===== src/rtl/imem_pkg.sv =====
// Shared constants and default program for the MIPS instruction memory.
package imem_pkg;

    localparam int          IMEM_DEPTH = 64;
    localparam logic [31:0] IMEM_NOP   = 32'h0000_0000;

    // Boot program: addi/add/sw/lw/beq loop ending in a jump back to 0.
    function automatic logic [31:0] imem_default_word(input logic [29:0] idx);
        logic [31:0] w;
        w = IMEM_NOP;
        unique case (idx)
            30'd0:   w = 32'h2008_0005;
            30'd1:   w = 32'h2009_000A;
            30'd2:   w = 32'h0109_5020;
            30'd3:   w = 32'hAC0A_0000;
            30'd4:   w = 32'h8C0B_0000;
            30'd5:   w = 32'h110B_0001;
            30'd6:   w = 32'h0800_0000;
            default: w = IMEM_NOP;
        endcase
        return w;
    endfunction

endpackage


===== src/rtl/imem_addr_check.sv =====
// Range and word-alignment check for a byte address into the instruction memory.
module imem_addr_check #(
    parameter int AW = 6
) (
    input  logic [31:0] addr,
    output logic        in_range,
    output logic        addr_err
);

    // Power-of-two depth: in range exactly when no bit above the index is set.
    assign in_range = ~|addr[31:AW+2];
    assign addr_err = ~in_range | (|addr[1:0]);

endmodule


===== src/rtl/instruction_memory.sv =====
// Word-addressed instruction memory with combinational read and reset-loaded program.
// IMEM_LOAD_EN enables the synchronous load port; otherwise the contents are ROM.
module instruction_memory
    import imem_pkg::*;
#(
    parameter int DEPTH = IMEM_DEPTH,
    parameter int AW    = $clog2(DEPTH)
) (
    input  logic        clk,
    input  logic        rst_n,
    input  logic [31:0] A,
    output logic [31:0] RD,
    output logic        addr_err,
    input  logic        load_we,
    input  logic [31:0] load_addr,
    input  logic [31:0] load_data
);

    logic          rd_in_range;
    logic [AW-1:0] rd_idx;
    logic [31:0]   rd_word;

    assign rd_idx = A[AW+1:2];

    imem_addr_check #(.AW(AW)) u_rd_check (
        .addr     (A),
        .in_range (rd_in_range),
        .addr_err (addr_err)
    );

`ifdef IMEM_LOAD_EN
    logic [31:0] mem [DEPTH];
    logic        ld_in_range;
    logic        ld_err_unused;

    imem_addr_check #(.AW(AW)) u_ld_check (
        .addr     (load_addr),
        .in_range (ld_in_range),
        .addr_err (ld_err_unused)
    );

    always_ff @(posedge clk or negedge rst_n) begin
        if (!rst_n) begin
            for (int i = 0; i < DEPTH; i++) begin
                mem[i] <= imem_default_word(30'(i));
            end
        end else if (load_we && ld_in_range) begin
            mem[load_addr[AW+1:2]] <= load_data;
        end
    end

    assign rd_word = mem[rd_idx];
`else
    logic unused_load;

    assign unused_load = ^{clk, rst_n, load_we, load_addr, load_data};
    assign rd_word     = imem_default_word(30'(rd_idx));
`endif

    // No wrap-around: anything past the end fetches a NOP.
    assign RD = rd_in_range ? rd_word : IMEM_NOP;

endmodule


===== config.mk =====
export PLATFORM = sky130hd
export DESIGN_NAME = instruction_memory
export DESIGN_NICKNAME = d
export VERILOG_FILES = /design/src/rtl/imem_pkg.sv /design/src/rtl/imem_addr_check.sv /design/src/rtl/instruction_memory.sv
export SDC_FILE = /design/constraint.sdc
export NUM_CORES = 1
export LEC_CHECK = 0
export ABC_CLOCK_PERIOD_IN_PS = 3000
export BUFFER_PORTS_ARGS = -buffer_cell sky130_fd_sc_hd__buf_2
export CAP_MARGIN = 15
export CORE_AREA = 2 2 50 52
export DETAILED_ROUTE_END_ITERATION = 6
export DIE_AREA = 0 0 52 54
export PLACE_DENSITY_LB_ADDON = 0.05
export SYNTH_ARGS = -nofsm -noshare
export SYNTH_HDL_FRONTEND = slang
export SYNTH_SLANG_ARGS = --single-unit

===== constraint.sdc =====
create_clock -name vclk -period 3
set_input_delay 0.15 -clock vclk [all_inputs]
set_output_delay 0.15 -clock vclk [all_outputs]
set_load 0.01 [all_outputs]

* Yosys cells after proc, flatten, opt, wreduce, memory -nomap -nowiden
Index checks and enable logic that the tools add are counted.
Widths: inputs -> output; s select.
** Storage, ports and cells
- Word-level logic and storage cells :: 12
- Input port bits :: 99
- Flip-flop bits (word level) :: 0
** Cells by class
- Mux-type cells :: 2
- Bitwise operators :: 1
- Reductions and logical operators :: 3
- Equality and inequality tests :: 6
** Operators with widths (number)
- $pmux 32 s7 :: 1
- $mux 32 :: 1
- $reduce_or 24->1 :: 1
- $eq 6x3->1 const B :: 3
- $eq 6x2->1 const B :: 2
- $eq 6x1->1 const B :: 1
- $logic_not 6->1 :: 1
- $reduce_or 2->1 :: 1
- $or 1x1->1 :: 1

* Logic depth before layout (Yosys ltp)
- Depth after elaboration :: 3
- Gate-level depth with buffers :: 5
- Depth with buffers taken out :: 3

* Modules after synthesis
A second synthesis with hierarchy kept.
** Second synthesis, totals
- Cell total of the unflattened synthesis :: 58
- Area, all modules :: 411.6 µm²
** Modules (own cells, without submodules)
- instruction_memory :: times used 1, sequential area each 0.0 µm², area each 340.3 µm², cells an instance 48
- imem_addr_check :: times used 1, sequential area each 0.0 µm², area each 71.3 µm², cells an instance 10

* Worst setup path before layout
No wires, ideal clock.
- Path kind :: in2out
- Start point :: in A[12]
- End point :: out RD[12]
- Stages on the path :: 5
- Arrival :: 1.411 ns
- Setup slack :: 1.439 ns
- Cells stage by stage :: nor4_1 -> nand3_1 -> buf_2 -> nor3_1 -> buf_4
** Between the ends
- Longest elaborated chain between the ends :: 2
** RTL lines
- start, declared :: RTL line instruction_memory.sv:11 : input logic [31:0] A,
- $reduce_or 24->1 :: RTL line imem_addr_check.sv:11 : assign in_range = ~|addr[31:AW+2];
- $mux 32 :: RTL line instruction_memory.sv:61 : assign RD = rd_in_range ? rd_word : IMEM_NOP;
- end, declared :: RTL line instruction_memory.sv:12 : output logic [31:0] RD,
Every way passes these cells.

* Worst setup path in the final report
- Start point :: in A[20]
- End point :: out addr_err
** Between the ends
- Longest elaborated chain between the ends :: 2
** RTL lines
- $reduce_or 24->1 :: RTL line imem_addr_check.sv:11
- $or 1x1->1 :: RTL line imem_addr_check.sv:12 : assign addr_err = ~in_range | (|addr[1:0]);
- end, declared :: RTL line instruction_memory.sv:13 : output logic addr_err,
Every way passes these cells.

==> flow_summary.yaml <==
status:
  outcome: "finished, final reports clean"
synthesis:
  synthTopCellsByArea: "buf_4 38%, nor4_1 9.6%, nor3_1 8.9%"
  synth-compound-area-share: 0.0863
  synthMuxAreaShare: 0
  yosys_warnings: 0
  synth-simple-area-share: 0.422
  synth_area_um2: 392
  synth_top_family_by_area: "buffers and inverters"
  synthXorXnorAreaFrac: 0.0447
  synthesis.instances: 60
  synth.distinct_cells: 21
  syn_avg_cell_area_um2: 6.53
  synthTopCellsByCount: "20 x buf_4, 7 x nor3_1, 6 x nor4_1, 3 x nand2_1, 3 x nor2_1"
  synth_seq_area_share: 0
  yosys.area.top_type_share: 0.383
  synthAdderAreaFrac: 0
  synth.most_common_cell: "buf_4"
  synth_largest_area_cell: "buf_4"
power_and_ir_drop:
  power_density_mw_per_mm2: 76.1
  p_seq_frac: 0
  switchingPower_mw: 0.0235
  p_int_mw: 0.0194
  combPwrFrac: 1.000
  p_leak_nw: 0.310
  p_sw_frac: 0.547
  clock_power_share: 0
  max-vdd-ir-drop_uv: 24.1
final_layout:
  n_antenna_cell: 0
  area_delta_synth_final_pct: 43.8
  n_fill_cell: 280
  final_nets: 201
  drive_gt1_frac: 0.510
  stdcell_count: 130
  multi_input_area_um2: 277
  seq_cells: 0
  regArea_um2: 0
  clockBufferCount: 0
job:
  cap_violations: 0
timing:
  hold_viol: 0
  slew_violations: 0
  tightest_slew_ps: 541
  relSlewSlack: 0.639
  period_minus_slack_ps: 1950
  max_clock_freq_mhz: 513
  fin_crit_sh: 0.650
  layout_setup_ws_ps: 1050
  rsz0062_at_grt: "no"
  finalSetupViolCount: 0
  setup-tns-final_ps: 0
placed_design:
  port-buffer-count: 49
  post-dp-hpwl_mm: 1.01
  dp_cells: 130
  dpl_worst_slack_ps: 1010
  routabilityCongestion: 0.623
global_route:
  use_met1: 0.0899
  grt-ovfl-total: 0
  grt_pass1_vias: 401
  grt_use_met2: 0.120
  grt_start_max_net_pins: 14
  grt_pass1_wl_mm: 1.55
  grtUsageMet3: 0.0139
  antenna_found_initial: 0
  grt_usage: 0.0679
  grt.busiest_layer: "met2"
route:
  drtPass1Iterations: 3
  vias_per_cell: 3.92
  detail_route.wl_per_cell_um: 8.58
  drc_errors: 0
  num_vias: 509
  ant_nets: 0
  wl_mm: 1.12
  drtIter0Drc: 1
setup_path:
  arrival_ps: 1800
  slowest_stage: "or4_1"
  required_ps: 2850
  crit_path_end_kind: "output pin"
  cp_max_fo: 13
  critPathMostFrequentCell: "buf_2"
  crit_chain: "buf_2 > nor4_1 > nand4_1 > or4_1 > buf_2"
  slowest_delay_ps: 630
  crit_type: "primary input to output pin"
  worst_setup_path_start_kind: "primary input"
clock_tree:
  cts_resized: 0
  cts.hold.buffers_added: 0
  post_cts_buffers: 0
floorplanning:
  initial_utilization: 0.169
  pin_count: 132
  die_h_um: 54
  core_area_mm2: 0.00232
  rows: 18
  die_x_um: 52
  die-area_mm2: 0.00281
min_path:
  hold_class: "primary input to output pin"
## per-layer routing
layer | share of wire | up-vias
met1 | 0.39 | 202
met2 | 0.41 | 48
met5 | 0 | -
met4 | 0 | 0
li1 | - | 259
met3 | 0.20 | 0
## worst max-delay path, delay by kind of cell
| family | cells | cell delay [ps] |
|---|---|---|
| buffers and inverters | 2 | 250 |
| and+or+nand+nor | 3 | 1400 |
## power by group through the flow
| stage | clock network, mW | logic (mW) | registers (mW) |
|---|---|---|---|
| 5_1_grt | 0 | 0.0485 | 0 |
| 3_3_place_gp | 0 | 0.0428 | 0 |
| 2_1_floorplan | 0 | 0.0365 | 0 |
| 3_5_place_dp | 0 | 0.0430 | 0 |
| 4_1_cts | 0 | 0.0430 | 0 |
| 6_report | 0 | 0.0429 | 0 |
## area by class of cell
| class | instances | area share |
|---|---|---|
| repair buffers | 49 | 0.436 |
| well taps | 30 | 0.0667 |
| multi-input cells | 50 | 0.491 |
| inverters | 1 | 0.00667 |
## kinds of logic after synthesis
logic type / after synthesis
AND/OR/NAND/NOR: 27
XOR/XNOR: 2
buffers and inverters: 25
other: 1
AO/OA/AOI/OAI: 5
## cell usage in the layout, fill, tap and decap left out
cell       count
nor2_1         3
a21oi_1        2
nand4_1        1
buf_2         49
nor4_1         6
nor2b_1        1
or4_1          1
nor4b_2        1
nor4b_1        1
nand3_1        1
xor2_1         2
nor3_1         7
inv_1          1
a211oi_1       2
and3b_1        1
a2111oi_0      1
nor4_2         1
conb_1        16
nand2_1        3
## stage by stage
stage               hold slack [ps]   util  cell area [µm²]  power [mW]
CTS                             585  0.243              563      0.0430
global route                    593  0.243              563      0.0485
detailed placement              577  0.243              563      0.0430
floorplan                       418      -              448      0.0365
finish                          577  0.243              563      0.0429
global placement                579  0.243              563      0.0428
## worst paths after layout
kind              cells after the start        to  slack [ps]  startpoint
setup / recovery                      5  addr_err        1050       A[20]
hold / removal                        3  addr_err         580        A[0]
Power figures use the tool's default switching activity.
